### src/rtl/ksa_mw_add_sched_if.sv
// Request/response bus between the client units and ksa_mw_add_sched.
// Signal names keep the direction suffix as seen from the scheduler.
interface ksa_mw_add_sched_if #(
    parameter int unsigned N = 128
);
    logic [1:0]     req_valid_i;
    logic [1:0]     req_ready_o;
    logic [2*N-1:0] req_a_i;
    logic [2*N-1:0] req_b_i;
    logic [1:0]     req_cin_i;
    logic           rsp_valid_o;
    logic           rsp_ready_i;
    logic           rsp_id_o;
    logic [N-1:0]   rsp_sum_o;
    logic           rsp_cout_o;

    // Client side: issues requests, consumes responses.
    modport master (
        output req_valid_i, req_a_i, req_b_i, req_cin_i, rsp_ready_i,
        input  req_ready_o, rsp_valid_o, rsp_id_o, rsp_sum_o, rsp_cout_o
    );

    // Scheduler side.
    modport slave (
        input  req_valid_i, req_a_i, req_b_i, req_cin_i, rsp_ready_i,
        output req_ready_o, rsp_valid_o, rsp_id_o, rsp_sum_o, rsp_cout_o
    );
endinterface

### src/rtl/ksa_mw_add_sched.sv
// Two-requester scheduler for multi-word additions over one shared 32-bit
// P/G carry network. One 32-bit word is processed per cycle; the word carry-in
// is injected around the network using the propagate prefix Q.
module ksa_mw_add_sched #(
    parameter int unsigned WORDS      = 4,
    parameter bit          FIXED_PRIO = 1'b0
) (
    input  logic              clk_i,
    input  logic              rst_ni,
    ksa_mw_add_sched_if.slave bus,
    output logic [31:0]       add_p_o,
    output logic [31:0]       add_g_o,
    input  logic [32:0]       add_c_i,
    output logic              busy_o
);
    localparam int unsigned     N     = 32 * WORDS;
    localparam int unsigned     CntW  = (WORDS > 1) ? $clog2(WORDS) : 1;
    localparam logic [CntW-1:0] LastK = CntW'(WORDS - 1);

    typedef enum logic [1:0] {StIdle, StRun, StDone} state_e;

    state_e                     state_q, state_d;
    logic [CntW-1:0]            k_q, k_d;
    logic [WORDS-1:0][31:0]     a_q, a_d;
    logic [WORDS-1:0][31:0]     b_q, b_d;
    logic [WORDS-1:0][31:0]     sum_q, sum_d;
    logic                       carry_q, carry_d;
    logic                       cout_q, cout_d;
    logic                       id_q, id_d;
    logic                       rr_q, rr_d;    // requester preferred on a tie

    logic                       sel;
    logic                       req_fire;
    logic [31:0]                p_w, g_w, sum_w;
    logic [32:0]                q_w;
    logic                       carry_w;

    // Arbitration: tie goes to the round-robin pointer unless fixed priority.
    always_comb begin
        if (FIXED_PRIO || (bus.req_valid_i != 2'b11)) begin
            sel = ~bus.req_valid_i[0];
        end else begin
            sel = rr_q;
        end
    end

    // Grant is suppressed while reset is asserted so every output reads 0.
    assign req_fire        = (state_q == StIdle) && (|bus.req_valid_i) && rst_ni;
    assign bus.req_ready_o = req_fire ? (sel ? 2'b10 : 2'b01) : 2'b00;

    // Current-word propagate/generate, carry-in injection and word carry-out.
    always_comb begin
        logic acc;
        p_w = a_q[k_q] ^ b_q[k_q];
        g_w = a_q[k_q] & b_q[k_q];
        acc = 1'b1;
        for (int i = 0; i < 32; i++) begin
            q_w[i] = acc;
            acc    = acc & p_w[i];
        end
        q_w[32] = acc;
        sum_w   = p_w ^ (add_c_i[31:0] | (q_w[31:0] & {32{carry_q}}));
        carry_w = add_c_i[32] | (q_w[32] & carry_q);
    end

    assign add_p_o = (state_q == StRun) ? p_w : 32'h0;
    assign add_g_o = (state_q == StRun) ? g_w : 32'h0;

    // Next-state logic for the IDLE -> RUN -> DONE sequencer.
    always_comb begin
        state_d = state_q;
        k_d     = k_q;
        a_d     = a_q;
        b_d     = b_q;
        sum_d   = sum_q;
        carry_d = carry_q;
        cout_d  = cout_q;
        id_d    = id_q;
        rr_d    = rr_q;
        unique case (state_q)
            StIdle: begin
                if (req_fire) begin
                    a_d     = sel ? bus.req_a_i[2*N-1:N] : bus.req_a_i[N-1:0];
                    b_d     = sel ? bus.req_b_i[2*N-1:N] : bus.req_b_i[N-1:0];
                    // The carry register doubles as the latched carry-in for word 0.
                    carry_d = bus.req_cin_i[sel];
                    id_d    = sel;
                    rr_d    = ~sel;
                    k_d     = '0;
                    state_d = StRun;
                end
            end
            StRun: begin
                sum_d[k_q] = sum_w;
                carry_d    = carry_w;
                if (k_q == LastK) begin
                    cout_d  = carry_w;
                    k_d     = '0;
                    state_d = StDone;
                end else begin
                    k_d = k_q + 1'b1;
                end
            end
            StDone: begin
                if (bus.rsp_ready_i) begin
                    state_d = StIdle;
                end
            end
            default: state_d = StIdle;
        endcase
    end

    // State and datapath registers; reset discards any in-flight operation.
    always_ff @(posedge clk_i or negedge rst_ni) begin
        if (!rst_ni) begin
            state_q <= StIdle;
            k_q     <= '0;
            a_q     <= '0;
            b_q     <= '0;
            sum_q   <= '0;
            carry_q <= 1'b0;
            cout_q  <= 1'b0;
            id_q    <= 1'b0;
            rr_q    <= 1'b0;
        end else begin
            state_q <= state_d;
            k_q     <= k_d;
            a_q     <= a_d;
            b_q     <= b_d;
            sum_q   <= sum_d;
            carry_q <= carry_d;
            cout_q  <= cout_d;
            id_q    <= id_d;
            rr_q    <= rr_d;
        end
    end

    assign bus.rsp_valid_o = (state_q == StDone);
    assign bus.rsp_id_o    = id_q;
    assign bus.rsp_sum_o   = sum_q;
    assign bus.rsp_cout_o  = cout_q;
    assign busy_o          = (state_q != StIdle);

endmodule

### src/flat_wrapper.sv
// flat-port wrapper written by rule: the top's interface ports become plain ports
module ksa_mw_add_sched_flat 
#(
    parameter int unsigned WORDS      = 4,
    parameter bit          FIXED_PRIO = 1'b0
)
  (clk_i, rst_ni, add_p_o, add_g_o, add_c_i, busy_o, bus_req_valid_i, bus_req_a_i, bus_req_b_i, bus_req_cin_i, bus_rsp_ready_i, bus_req_ready_o, bus_rsp_valid_o, bus_rsp_id_o, bus_rsp_sum_o, bus_rsp_cout_o);
  ksa_mw_add_sched_if #(.N((32 * WORDS))) bus_i ();
  input  logic clk_i;
  input  logic rst_ni;
  output logic [31:0] add_p_o;
  output logic [31:0] add_g_o;
  input  logic [32:0] add_c_i;
  output logic busy_o;
  input wire logic [$bits(bus_i.req_valid_i)-1:0] bus_req_valid_i;
  input wire logic [$bits(bus_i.req_a_i)-1:0] bus_req_a_i;
  input wire logic [$bits(bus_i.req_b_i)-1:0] bus_req_b_i;
  input wire logic [$bits(bus_i.req_cin_i)-1:0] bus_req_cin_i;
  input wire logic [$bits(bus_i.rsp_ready_i)-1:0] bus_rsp_ready_i;
  output wire logic [$bits(bus_i.req_ready_o)-1:0] bus_req_ready_o;
  output wire logic [$bits(bus_i.rsp_valid_o)-1:0] bus_rsp_valid_o;
  output wire logic [$bits(bus_i.rsp_id_o)-1:0] bus_rsp_id_o;
  output wire logic [$bits(bus_i.rsp_sum_o)-1:0] bus_rsp_sum_o;
  output wire logic [$bits(bus_i.rsp_cout_o)-1:0] bus_rsp_cout_o;
  assign bus_i.req_valid_i = bus_req_valid_i;
  assign bus_i.req_a_i = bus_req_a_i;
  assign bus_i.req_b_i = bus_req_b_i;
  assign bus_i.req_cin_i = bus_req_cin_i;
  assign bus_i.rsp_ready_i = bus_rsp_ready_i;
  assign bus_req_ready_o = bus_i.req_ready_o;
  assign bus_rsp_valid_o = bus_i.rsp_valid_o;
  assign bus_rsp_id_o = bus_i.rsp_id_o;
  assign bus_rsp_sum_o = bus_i.rsp_sum_o;
  assign bus_rsp_cout_o = bus_i.rsp_cout_o;
  ksa_mw_add_sched #(.WORDS(WORDS), .FIXED_PRIO(FIXED_PRIO)) u_core (.clk_i(clk_i), .rst_ni(rst_ni), .bus(bus_i), .add_p_o(add_p_o), .add_g_o(add_g_o), .add_c_i(add_c_i), .busy_o(busy_o));
endmodule
### config.mk
export PLATFORM = sky130hd
export DESIGN_NAME = ksa_mw_add_sched_flat
export DESIGN_NICKNAME = d
export VERILOG_FILES = /design/src/rtl/ksa_mw_add_sched_if.sv /design/src/rtl/ksa_mw_add_sched.sv /design/src/flat_wrapper.sv
export SDC_FILE = /design/constraint.sdc
export NUM_CORES = 1
export LEC_CHECK = 0
export BUFFER_PORTS_ARGS = -buffer_cell sky130_fd_sc_hd__buf_2
export CAP_MARGIN = 20
export CORE_AREA = 2 2 292 294
export DETAILED_ROUTE_END_ITERATION = 6
export DIE_AREA = 0 0 294 296
export PLACE_DENSITY = 0.57
export SYNTH_ARGS = -nofsm -noshare
export SYNTH_HDL_FRONTEND = slang
export SYNTH_SLANG_ARGS = --single-unit
export TNS_END_PERCENT = 20
### constraint.sdc
create_clock -name clk_i -period 3.3 [get_ports clk_i]
set_clock_uncertainty 0.15 [all_clocks]
set_input_delay 0 -clock clk_i [delete_from_list [all_inputs] [get_ports clk_i]]
set_output_delay 0 -clock clk_i [all_outputs]
set_load 0.01 [all_outputs]
# After elaboration in Yosys (flattened, before gate mapping)
# Index checks and enable logic that the tools add are counted.
[totals]
ramBits = 0
ff_bits = 392
latchBits = 0
out_inout_bits = 198
mem_bits_ro = 0
n_memories = 0
in_bits = 552
[op_classes]
shift = 0
div = 0
n_eq_ne = 7
bitwise = 40
order_cmp = 3
n_addsub = 1
n_reduce_logical = 11
n_mux = 25
n_mul = 0
[ops]
columns = ["op", "count"]
rows = [
  ["two-way mux 128 bit", 2],
  ["two-way mux 32 bit", 5],
  ["binary-select mux 32 bit (select 2 bit)", 2],
  ["bitwise mux 128 bit", 1],
  ["bitwise AND 32 bit", 2],
  ["demux 32 bit (select 2 bit)", 1],
  ["XOR 32 bit", 2],
  ["bitwise AND 1 bit", 32],
  ["OR 32 bit", 1],
  ["two-way mux 2 bit", 7],
  ["!= test 2 bit (second input constant)", 3],
  ["one-hot mux 2 bit (3 select lines)", 1],
  ["AND reduction 2 bit", 3],
  ["equality test 2 bit (second input constant)", 2],
  ["two-way mux 1 bit", 4],
  ["one-hot mux 2 bit (2 select lines)", 1],
  ["nonzero test 2 bit", 2],
  ["logical AND 1 bit", 3],
  ["less-than comparator 2 x 3 -> 1 bit (second input constant)", 1],
  ["AND reduction 3 bit", 1],
  ["adder 2 x 1 -> 2 bit (second input constant)", 1],
  ["equality test 2 x 1 -> 1 bit (second input constant)", 1],
  [">= comparator 2 x 1 -> 1 bit (second input constant)", 1],
  ["zero test 2 bit", 1],
  ["other kinds (6)", 7],
]

# Depth between registers and ports, before layout
# Gate-level depths: netlist of run 1.
[depth]
depth_word = 37
ltp_mapped = 11

# Worst setup path before layout of run 1
# Ideal clock, no wire load.
[synth_path]
kind = "flip-flop to flip-flop"
from = "register u_core.k_q[0]"
to = "register u_core.sum_q, in the netlist u_core.bus.rsp_sum_o[61]"
stages_incl_launch_ff = 12
t_arrival_ps = 3108
setup_slack_ps = -88
synth_period_minus_slack_ps = 3388
path_cell_list = "dfrtp_1 -> clkbuf_1 -> buf_2 -> buf_2 -> mux4_2 -> ha_1 -> nand4_4 -> nor4_4 -> buf_4 -> a41oi_1 -> xor2_1 -> o21ai_1"
[synth_between]
elab_chain_len = 35
[synth_lines]
columns = ["element", "line_no", "source"]
rows = [
  ["start: declaration", "ksa_mw_add_sched.sv:23", "logic [CntW-1:0] k_q, k_d;"],
  ["start signal: assignment", "ksa_mw_add_sched.sv:127", "k_q <= k_d;"],
  ["binary-select mux 32 bit (select 2 bit)", "ksa_mw_add_sched.sv:54", "p_w = a_q[k_q] ^ b_q[k_q];"],
  ["two-way mux 32 bit (not written as such)", "ksa_mw_add_sched.sv:54", ""],
  ["XOR 32 bit", "ksa_mw_add_sched.sv:54", ""],
  ["bitwise AND 1 bit (28 in series)", "ksa_mw_add_sched.sv:59", "acc = acc & p_w[i];"],
  ["bitwise AND 32 bit", "ksa_mw_add_sched.sv:62", "sum_w = p_w ^ (add_c_i[31:0] | (q_w[31:0] & {32{carry_q}}));"],
  ["OR 32 bit", "ksa_mw_add_sched.sv:62", ""],
  ["XOR 32 bit", "ksa_mw_add_sched.sv:62", ""],
  ["bitwise mux 128 bit *", "ksa_mw_add_sched.sv:94", "sum_d[k_q] = sum_w;"],
  ["end signal: assignment", "ksa_mw_add_sched.sv:130", "sum_q <= sum_d;"],
  ["end: declaration", "ksa_mw_add_sched.sv:26", "logic [WORDS-1:0][31:0] sum_q, sum_d;"],
]
# Mark *: on every way between the ends. The rest lies on a longest branch, timed or not. The select of a mux whose other input is x is not followed.
# A chain may end at the register's enable or synchronous reset.

# Worst setup path after layout of run 1
[layout_path]
from = "register u_core.k_q[0]"
to = "register u_core.sum_q, in the netlist u_core.bus.rsp_sum_o[51]"
[layout_between]
elab_chain_len = 25
[layout_lines]
columns = ["element", "line_no"]
rows = [
  ["binary-select mux 32 bit (select 2 bit)", "ksa_mw_add_sched.sv:54"],
  ["two-way mux 32 bit (not written as such)", "ksa_mw_add_sched.sv:54"],
  ["XOR 32 bit", "ksa_mw_add_sched.sv:54"],
  ["bitwise AND 1 bit (18 in series)", "ksa_mw_add_sched.sv:59"],
  ["bitwise AND 32 bit", "ksa_mw_add_sched.sv:62"],
  ["OR 32 bit", "ksa_mw_add_sched.sv:62"],
  ["XOR 32 bit", "ksa_mw_add_sched.sv:62"],
  ["bitwise mux 128 bit *", "ksa_mw_add_sched.sv:94"],
]
# Marks and branches as above.

==> results of run 1 <==
==> metrics by stage <==
stage / utilization / hold slack, ns / cells / area (um^2)
2_1_floorplan: - / -0.4456 / 1858 / 19580
3_3_place_gp: 0.2989 / -0.2515 / 3660 / 25170
3_5_place_dp: 0.2989 / -0.2501 / 3660 / 25170
4_1_cts: 0.3895 / 0.02135 / 4317 / 32800
5_1_grt: 0.3954 / 0.07074 / 4336 / 33300
6_report: 0.3955 / 0.06726 / 4338 / 33300
==> cell type report <==
cell class                 count  share of cell area
antenna                        6           0.0004509
clock inverter                27             0.01180
inverter                      12            0.001353
tap                         1090             0.04095
sequential                   392              0.2948
multi-input combinational   1316              0.2867
timing repair buffer        1436              0.3252
clock buffer                  59             0.03878
==> cell families (layout without fill, tap and decap cells) <==
| kind of cell | count (synthesis) | count (layout) | share of synthesized area |
|---|---|---|---|
| compound gates | 430 | 430 | 0.1145 |
| simple gates | 499 | 499 | 0.1093 |
| xor+xnor | 31 | 31 | 0.01426 |
| fa+ha+maj | 36 | 36 | 0.02302 |
| buf+inv | 150 | 1534 | 0.03293 |
| flops | 392 | 392 | 0.5013 |
| mux | 320 | 320 | 0.2046 |
| other cells | 0 | 6 | 0 |
==> power by group <==
group / switching, mW / internal [mW] / leakage [nW]
Combinational: 9.92 / 8.02 / 10.4
Sequential: 1.49 / 7.16 / 4.84
Clock: 2.19 / 3.49 / 0.820
Total: 13.6 / 18.7 / 16.1
==> final timing paths <==
kind | start | endpoint | slack, ns
max in group asynchronous | rst_ni | u_core.b_q[21] | 1.62
min in group asynchronous | rst_ni | u_core.bus.rsp_sum_o[6] | 0.43
hold reg to reg | u_core.bus.rsp_sum_o[98] | u_core.bus.rsp_sum_o[98] | 0.32
setup reg to reg | u_core.k_q[0] | u_core.bus.rsp_sum_o[51] | -0.05
hold / removal | bus_rsp_ready_i | u_core.state_q[1] | 0.07
setup / recovery | u_core.k_q[0] | u_core.bus.rsp_sum_o[51] | -0.05
==> placed cells by master, fill, tap and decap left out, types with 21 or more instances in the layout <==
cell,synthesis,layout
and2_1,63,63
buf_12,0,28
buf_2,59,748
buf_4,2,85
clkbuf_16,0,52
dfrtp_1,392,390
dlygate4sd3_1,0,557
ha_1,36,21
mux2i_1,256,256
mux4_2,64,64
nand2_1,391,386
o21ai_0,360,348
o21ai_1,25,34
xor2_1,26,21
==> sequential cells by signal, summed over array words and instances (netlist names) <==
register	flops
u_core.bus.rsp_sum_o	128
u_core.k_q	2
u_core.state_q	2
u_core.a_q	128
u_core.b_q	128
u_core.rr_q	1
u_core.bus.rsp_id_o	1
u_core.bus.rsp_cout_o	1
u_core.carry_q	1
==> metal layers <==
layer	vias up	global-route usage	part of all wire
li1	9234	-	-
met1	9179	0.2445	0.43
met2	596	0.3158	0.48
met3	105	0.03290	0.057
met4	2	0.05475	0.026
met5	-	0	0.00016
==> worst register-to-register path, delay by kind of cell, from the launching register on <==
kind	cells	cell delay [ns]
AO/OA/AOI/OAI	2	0.26
XOR/XNOR	1	0.26
adder cells (fa/ha/maj)	1	0.32
buffers and inverters	6	0.82
flip-flops	1	0.50
multiplexers	1	0.51
AND/OR/NAND/NOR	2	0.41
==> repair_timing <==
action / in CTS / in global routing
gates cloned: 3 / 5
endpoints found under the hold margin: 782 / 0
hold buffers: 558 / 0
gates resized for setup: 25 / 52
pin swaps: 8 / 20
endpoints found under the setup margin: 85 / 106
buffers inserted: 10 / 13
==> report_table.html, run 1 <==
<table>
<tr><th>Metric</th><th>Value</th></tr>
<tr><th colspan="2">Global route</th></tr>
<tr><td>Initial antenna violation count</td><td>6</td></tr>
<tr><td>Global-route wire length before repair</td><td>between 100000 and 150000 um</td></tr>
<tr><td>Largest net degree at the start of global routing</td><td>183</td></tr>
<tr><td>Total routing usage reported by global routing</td><td>0.1870</td></tr>
<tr><td>Vias in the first global route</td><td>approximately 20000</td></tr>
<tr><td>Overflow after GRT</td><td>0</td></tr>
<tr><th colspan="2">STA</th></tr>
<tr><td>Total count of hold-check failures in the final report</td><td>0</td></tr>
<tr><td>Ratio of final minimum period to clock period</td><td>1.015</td></tr>
<tr><td>Post-layout minimum cycle time</td><td>~3.4 ns</td></tr>
<tr><td>Min setup slack post-route</td><td>-0.05069 ns</td></tr>
<tr><td>Unrepaired setup endpoints after global routing</td><td>true</td></tr>
<tr><td>Highest achievable clock rate</td><td>between 200 and 300 MHz</td></tr>
<tr><td>Post-route setup TNS</td><td>-0.4031 ns</td></tr>
<tr><td>Remaining max-slew budget at the tightest pin</td><td>0.3939</td></tr>
<tr><td>Final max-slew violation count</td><td>0</td></tr>
<tr><td>Actual slew at the worst max-slew pin</td><td>~0.9 ns</td></tr>
<tr><td>Final number of setup-violating endpoints</td><td>25</td></tr>
<tr><th colspan="2">Place</th></tr>
<tr><td>HPWL after detailed placement</td><td>between 60000 and 70000 um</td></tr>
<tr><td>Quantity of I/O buffers inserted on ports</td><td>between 700 and 800</td></tr>
<tr><td>Post-place setup slack</td><td>-0.1870 ns</td></tr>
<tr><td>Placer congestion estimate</td><td>~0.81</td></tr>
<tr><th colspan="2">Synthesis</th></tr>
<tr><td>Area fraction of the dominant cell type after synthesis</td><td>0.5013</td></tr>
<tr><td>Synthesized net count</td><td>around 2400</td></tr>
<tr><td>Synth area leaders</td><td>dfrtp_1, mux2i_1, o21ai_0</td></tr>
<tr><td>Share of async-settable or async-resettable flops after synthesis</td><td>1.000</td></tr>
<tr><td>Count of flip-flops with a built-in enable after synthesis</td><td>0</td></tr>
<tr><td>Most numerous cell types in the synthesized netlist</td><td>dfrtp_1, nand2_1, o21ai_0</td></tr>
<tr><td>Netlist Area Pre-Place</td><td>between 15000 and 20000 um^2</td></tr>
<tr><td>Share of synthesized area occupied by flip-flops and latches</td><td>0.5013</td></tr>
<tr><td>Prevailing post-synth register cell</td><td>dfrtp_1</td></tr>
<tr><td>Gate Count Post-Synth</td><td>1858</td></tr>
<tr><td>Number of unique standard cell types used by synthesis</td><td>37</td></tr>
<tr><td>Mean post-synth cell area</td><td>10.53 um^2</td></tr>
<tr><td>Most frequent cell after synthesis</td><td>dfrtp_1</td></tr>
<tr><td>Synthesis Warnings</td><td>0</td></tr>
<tr><td>Cell accounting for the most synthesized area</td><td>dfrtp_1</td></tr>
<tr><td>Number of register bits inferred by synthesis</td><td>between 300 and 400</td></tr>
<tr><th colspan="2">Clock network</th></tr>
<tr><td>Clock root cell</td><td>clkbuf_16</td></tr>
<tr><td>Clock tree from TritonCTS</td><td>built</td></tr>
<tr><td>H-tree Lvls</td><td>2</td></tr>
<tr><td>Clock-pin slew on the worst setup and hold paths</td><td>approximately 0.06 ns</td></tr>
<tr><td>Clock sink total</td><td>about 390</td></tr>
<tr><td>Number of CTS-inserted buffers</td><td>47</td></tr>
<tr><td>Clock tree buffer depth</td><td>3</td></tr>
<tr><td>Worst skew pair latency</td><td>0.57 ns</td></tr>
<tr><th colspan="2">Detailed routing</th></tr>
<tr><td>Drt via density</td><td>between 4 and 5</td></tr>
<tr><td>First-iteration detailed-routing DRC count</td><td>between 900 and 1000</td></tr>
<tr><td>Average wire length per cell after detail routing</td><td>19.75 um</td></tr>
<tr><td>Via count of the routed design</td><td>roughly 19000</td></tr>
<tr><td>Wire length reported by the detailed router</td><td>about 86000 um</td></tr>
<tr><td>Count of unresolved DRC violations after routing</td><td>0</td></tr>
<tr><td>Detail Route Antenna Nets</td><td>0</td></tr>
<tr><td>Number of iterations in the first detailed-routing pass</td><td>5</td></tr>
<tr><th colspan="2">Setup path</th></tr>
<tr><td>Setup crit start kind</td><td>flip-flop</td></tr>
<tr><td>Arrival time worst endpoint</td><td>3.63 ns</td></tr>
<tr><td>Path depth of the worst reg2reg path</td><td>13</td></tr>
<tr><td>Worst-path cell chain</td><td>buf_4 -&gt; buf_6 -&gt; buf_16 -&gt; mux4_2 -&gt; ha_4 -&gt; nand4_4 -&gt; nor4_4 -&gt; buf_6 -&gt; buf_12 -&gt; buf_16 -&gt; a41oi_1 -&gt; xor2_1 -&gt; o21ai_0</td></tr>
<tr><td>Required time at the worst-slack endpoint</td><td>3.58 ns</td></tr>
<tr><td>Top Family by Delay on Critical Path</td><td>buffers and inverters</td></tr>
<tr><td>Critical Path End Type</td><td>flip-flop</td></tr>
<tr><td>Slowest Stage Delay on Critical Path</td><td>0.50 ns</td></tr>
<tr><td>Number of cells on the critical path</td><td>13</td></tr>
<tr><td>Critical path buffers and inverters</td><td>6</td></tr>
<tr><td>Cell with the largest stage delay on the worst path</td><td>dfrtp_4</td></tr>
<tr><td>Max Fanout on Critical Path</td><td>6</td></tr>
<tr><td>Startpoint-to-endpoint class of the critical path</td><td>flip-flop to flip-flop</td></tr>
<tr><th colspan="2">Pwr</th></tr>
<tr><td>Leak</td><td>16.10 nW</td></tr>
<tr><td>Max rail drop VDD</td><td>between 0.4 and 0.5 mV</td></tr>
<tr><td>Total power consumption of the routed design</td><td>roughly 32 mW</td></tr>
<tr><td>Total power density per cell area</td><td>between 900 and 1000 nW/um^2</td></tr>
<tr><th colspan="2">Final layout</th></tr>
<tr><td>Filler cell count</td><td>roughly 8100</td></tr>
<tr><td>Fraction of layout instances using a drive strength above 1</td><td>0.3337</td></tr>
<tr><td>Multi-input logic area</td><td>roughly 9500 um^2</td></tr>
<tr><td># nets final</td><td>3793</td></tr>
<tr><td>Reg area</td><td>~9800 um^2</td></tr>
<tr><td>Area added between synthesis and finish</td><td>70.19%</td></tr>
<tr><th colspan="2">Worst hold path</th></tr>
<tr><td>Number of instances on the worst hold path</td><td>3</td></tr>
<tr><td>Classification of the worst-slack hold path</td><td>primary input to flip-flop</td></tr>
<tr><th colspan="2">Die</th></tr>
<tr><td>Starting density of the core</td><td>0.2324</td></tr>
<tr><td>Die area</td><td>between 80000 and 90000 um^2</td></tr>
<tr><td>Horizontal die dimension</td><td>between 200 and 300 um</td></tr>
<tr><td>Number of cell rows</td><td>about 110</td></tr>
<tr><td>Overall die height</td><td>~300 um</td></tr>
<tr><td>CORE AREA</td><td>around 84000 um^2</td></tr>
<tr><td>Boundary Pins</td><td>750</td></tr>
<tr><th colspan="2">Run status</th></tr>
<tr><td>Status</td><td>complete, but fails checks</td></tr>
<tr><td>Violated checks</td><td>negative setup slack</td></tr>
<tr><th colspan="2">Flow run</th></tr>
<tr><td>Number of max-cap violations</td><td>0</td></tr>
</table>
(Power assumes the default switching activity.)
==> run 2: changes to the inputs <==
- CORE_AREA: 2 2 292 294 -> 2 2 294 296
- DIE_AREA: 0 0 294 296 -> 0 0 296 298
- PLACE_DENSITY: 0.57 -> 0.55
- clock period: 3.3 -> 3.2 ns (I/O delays scaled with it)
==> run 2 against run 1 <==
  * The flow still finishes with violations (negative setup slack)
  * Largest power group unchanged
  * Die area grew 1.4%
  * Critical path depth grew 1
  * Flip-flop and latch count is the same
  * Sequential share of layout area shrank 0.31 points
  * Final cell count grew 1.5%
  * Worst hold slack gained 0.039 ns
  * First-iteration DRC count grew 4.6%
  * Clock-buffer cell count grew 6
  * Sequential power grew 3.8%
==> report_table.html, run 2 (synthesized netlist as in run 1, its figures left out) <==
<table>
<tr><th>Metric</th><th>Value</th></tr>
<tr><th colspan="2">Run status</th></tr>
<tr><td>Status</td><td>complete, but fails checks</td></tr>
<tr><td>Violated checks</td><td>negative setup slack</td></tr>
<tr><th colspan="2">Detailed routing</th></tr>
<tr><td>Top layer reached by signal wires</td><td>met5</td></tr>
<tr><td>First-iteration detailed-routing DRC count</td><td>1017 (+4.6%)</td></tr>
<tr><td>Detailed route wirelength on metal3</td><td>5176 um (+5.1%)</td></tr>
<tr><td>WL met1</td><td>38540 um (+3.9%)</td></tr>
<tr><td>Wire length reported by the detailed router</td><td>90420 um (+5.5%)</td></tr>
<tr><td>Number of iterations in the first detailed-routing pass</td><td>6 (+1)</td></tr>
<tr><td>Average wire length per cell after detail routing</td><td>20.54 um (+4.0%)</td></tr>
<tr><td>DR WL met2</td><td>43640 um (+5.3%)</td></tr>
<tr><td>Drt via density</td><td>4.399 (-0.18%)</td></tr>
<tr><td>Detail Route Antenna Nets</td><td>0 (unchanged)</td></tr>
<tr><td>Via count of the routed design</td><td>19367 (+1.3%)</td></tr>
<tr><td>Count of unresolved DRC violations after routing</td><td>0 (unchanged)</td></tr>
<tr><th colspan="2">Global route</th></tr>
<tr><td>Global-route wire length before repair</td><td>129700 um (+6.2%)</td></tr>
<tr><td>Vias in the first global route</td><td>20476 (+5.2%)</td></tr>
<tr><td>Overflow after GRT</td><td>0 (unchanged)</td></tr>
<tr><td>Total routing usage reported by global routing</td><td>0.1968 (+0.009794)</td></tr>
<tr><td>Initial antenna violation count</td><td>6 (unchanged)</td></tr>
<tr><td>Largest net degree at the start of global routing</td><td>163 (-11%)</td></tr>
<tr><th colspan="2">Setup path</th></tr>
<tr><td>Required time at the worst-slack endpoint</td><td>3.55 ns (-0.03 ns)</td></tr>
<tr><td>Reg-to-reg endpoint</td><td>u_core.bus.rsp_sum_o[85]</td></tr>
<tr><td>R2R setup slack</td><td>-0.12 ns (-0.07 ns)</td></tr>
<tr><td>Path depth of the worst reg2reg path</td><td>14 (+1)</td></tr>
<tr><td>Max Fanout on Critical Path</td><td>8 (+2)</td></tr>
<tr><td>Arrival time worst endpoint</td><td>3.67 ns (+0.04 ns)</td></tr>
<tr><td>Setup crit start kind</td><td>flip-flop</td></tr>
<tr><td>Startpoint-to-endpoint class of the critical path</td><td>flip-flop to flip-flop</td></tr>
<tr><td>Reg-to-reg critical path startpoint</td><td>u_core.k_q[0]</td></tr>
<tr><td>Critical Path End Type</td><td>flip-flop</td></tr>
<tr><th colspan="2">Flow run</th></tr>
<tr><td>Number of max-cap violations</td><td>0 (unchanged)</td></tr>
<tr><th colspan="2">Die</th></tr>
<tr><td>Number of cell rows</td><td>107 (unchanged)</td></tr>
<tr><td>CORE AREA</td><td>84880 um^2 (+0.79%)</td></tr>
<tr><td>Boundary Pins</td><td>750 (unchanged)</td></tr>
<tr><td>Overall die height</td><td>298 um (+0.68%)</td></tr>
<tr><td>Die area</td><td>88210 um^2 (+1.4%)</td></tr>
<tr><td>Horizontal die dimension</td><td>296 um (+0.68%)</td></tr>
<tr><td>Starting density of the core</td><td>0.2305 (-0.001832)</td></tr>
<tr><th colspan="2">Pwr</th></tr>
<tr><td>Leak</td><td>16.11 nW (about the same)</td></tr>
<tr><td>Psw</td><td>14.78 mW (+8.7%)</td></tr>
<tr><td>Total power density per cell area</td><td>1020 nW/um^2 (+5.3%)</td></tr>
<tr><td>Switching portion of total power</td><td>0.4303 (+0.008967)</td></tr>
<tr><td>Combinational cell fraction of total power</td><td>0.581 (+0.025)</td></tr>
<tr><td>Flop pwr share</td><td>0.262 (-0.006)</td></tr>
<tr><td>Internal power</td><td>19.56 mW (+4.8%)</td></tr>
<tr><td>Max rail drop VDD</td><td>0.5484 mV (+14%)</td></tr>
<tr><td>Clk pwr share</td><td>0.157 (-0.019)</td></tr>
<tr><th colspan="2">Final layout</th></tr>
<tr><td>Reg area</td><td>9817 um^2 (unchanged)</td></tr>
<tr><td>Filler cell count</td><td>8285 (+2.6%)</td></tr>
<tr><td># nets final</td><td>3810 (+0.45%)</td></tr>
<tr><td>Leading cell types in the layout, fill and taps excluded</td><td>buf_2, dlygate4sd3_1, dfrtp_1</td></tr>
<tr><td>Multi-input logic area</td><td>9873 um^2 (+3.4%)</td></tr>
<tr><td>Area added between synthesis and finish</td><td>71.98%</td></tr>
<tr><td>Non-filler instance count after layout</td><td>4403 (+1.5%)</td></tr>
<tr><td>Final cell utilization of the core</td><td>0.3964 (+0.0009940)</td></tr>
<tr><td>Most common library cell in the layout ignoring fill and taps</td><td>buf_2</td></tr>
<tr><td>Fraction of layout instances using a drive strength above 1</td><td>0.3463 (+0.01260)</td></tr>
<tr><th colspan="2">STA</th></tr>
<tr><td>Highest achievable clock rate</td><td>300.9 MHz (+0.81%)</td></tr>
<tr><td>Total count of hold-check failures in the final report</td><td>0 (unchanged)</td></tr>
<tr><td>Post-layout minimum cycle time</td><td>3.324 ns (-0.02696 ns)</td></tr>
<tr><td>Min setup slack post-route</td><td>-0.1237 ns (-0.07304 ns)</td></tr>
<tr><td>Final number of setup-violating endpoints</td><td>72 (+190%)</td></tr>
<tr><td>Ratio of final minimum period to clock period</td><td>1.039 (+0.02330)</td></tr>
<tr><td>Unrepaired setup endpoints after global routing</td><td>true</td></tr>
<tr><td>Final max-slew violation count</td><td>0 (unchanged)</td></tr>
<tr><td>Remaining max-slew budget at the tightest pin</td><td>0.3238 (-0.07008)</td></tr>
<tr><td>Actual slew at the worst max-slew pin</td><td>1.014 ns (+0.1051 ns)</td></tr>
<tr><th colspan="2">Clock network</th></tr>
<tr><td>Clock sink total</td><td>392 (unchanged)</td></tr>
<tr><td>Worst skew pair latency</td><td>0.58 ns (about the same)</td></tr>
<tr><td>Clock tree buffer depth</td><td>3 (unchanged)</td></tr>
<tr><td>H-tree Lvls</td><td>2 (unchanged)</td></tr>
<tr><td>Clock root cell</td><td>clkbuf_16</td></tr>
<tr><td>Clock tree from TritonCTS</td><td>built</td></tr>
<tr><td>Number of CTS-inserted buffers</td><td>47 (unchanged)</td></tr>
<tr><td>Clock-pin slew on the worst setup and hold paths</td><td>0.06 ns (about the same)</td></tr>
<tr><th colspan="2">Worst hold path</th></tr>
<tr><td>Classification of the worst-slack hold path</td><td>primary input to flip-flop</td></tr>
<tr><td>Hold Crit Endpoint</td><td>u_core.b_q[78]</td></tr>
<tr><td>Number of instances on the worst hold path</td><td>4 (+1)</td></tr>
<tr><td>Hold_sp</td><td>bus_req_b_i[78]</td></tr>
<tr><th colspan="2">Place</th></tr>
<tr><td>Placer congestion estimate</td><td>0.8233 (+1.6%)</td></tr>
<tr><td>Quantity of I/O buffers inserted on ports</td><td>749 (unchanged)</td></tr>
<tr><td>HPWL after detailed placement</td><td>64620 um (+4.0%)</td></tr>
<tr><td>Placed cells</td><td>3728 (+1.9%)</td></tr>
</table>
==> run 2: cell types whose count changed in the layout (fill, tap and decap cells not counted), sizes merged <==
| cell | change |
|---|---|
| inv | -1 |
| bufinv | -6 |
| clkinvlp | -1 |
| buf | +17 |
| diode | -1 |
| clkinv | -3 |
| dlygate4sd3 | +2 |
| clkbuf | +4 |
==> run 2: final cells by class <==
class                      instances  share of cell area
inverter                          12            0.001339
antenna                            5           0.0003718
clock inverter                    16            0.005280
multi-input combinational       1316              0.2934
sequential                       392              0.2917
tap                             1144             0.04254
timing repair buffer            1453              0.3257
clock buffer                      65             0.03964
==> run 2: routing by layer <==
| layer | up-vias | global-route usage |
|---|---|---|
| met5 | - | 0 |
| met4 | 2 | 0.06962 |
| met3 | 150 | 0.03678 |
| met2 | 626 | 0.3324 |
| met1 | 9330 | 0.2499 |
| li1 | 9259 | - |
==> run 2: repair_timing <==
action | 4_1_cts | 5_1_grt
cloned | 3 | 4
buffers inserted | 7 | 18
endpoints found under the setup margin | 81 | 107
hold buffers | 560 | 0
pin swaps | 10 | 56
hold endpoints to repair | 751 | 0
gates resized for setup | 47 | 126
==> run 2: critical path, stage by stage (launching register included) <==
cell     delay, ns
dfrtp_4       0.51
buf_8         0.16
buf_16        0.15
buf_6         0.11
mux4_2        0.45
ha_4          0.31
nand4_1       0.11
buf_6         0.14
nor4_4        0.21
buf_6         0.18
buf_12        0.17
a41oi_2       0.12
xor2_1        0.17
buf_4         0.15
o21ai_2       0.12
==> run 2: power groups by stage <==
stage               combinational (mW)  sequential [mW]  clock, mW
floorplan                         8.15             8.75          0
CTS                               19.0             9.02       5.54
detailed placement                16.9             9.08          0
finish                            19.9             8.99       5.39
global route                      21.8             9.26       5.72
global placement                  16.7             9.09          0
==> run 2: how the worst max path moves through the flow <==
| stage | start | end | slack, ns | cells past startpoint |
|---|---|---|---|---|
| after floorplan | u_core.k_q[0] | u_core.bus.rsp_sum_o[61] | 0.00009 | 11 |
| after global placement | u_core.k_q[0] | u_core.bus.rsp_sum_o[127] | -0.42 | 10 |
| after detailed placement | u_core.k_q[0] | u_core.bus.rsp_sum_o[127] | -0.38 | 10 |
| after CTS | u_core.k_q[0] | u_core.bus.rsp_sum_o[93] | -0.13 | 11 |
| after global routing | u_core.k_q[0] | u_core.bus.rsp_cout_o | -0.25 | 12 |
| final | u_core.k_q[0] | u_core.bus.rsp_sum_o[85] | -0.12 | 14 |
==> run 2: stage by stage <==
step	hold slack (ns)	area (um^2)	setup slack [ns]	power (mW)	setup TNS [ns]
2_1_floorplan	-0.4456	19590	0.00009437	16.91	0
3_3_place_gp	-0.2187	25340	-0.4151	25.78	-7.345
3_5_place_dp	-0.2163	25340	-0.3765	25.95	-7.847
4_1_cts	0.06175	32940	-0.1279	33.54	-5.602
5_1_grt	0.09554	33650	-0.2527	36.74	-15.25
6_report	0.1068	33650	-0.1237	34.33	-4.359
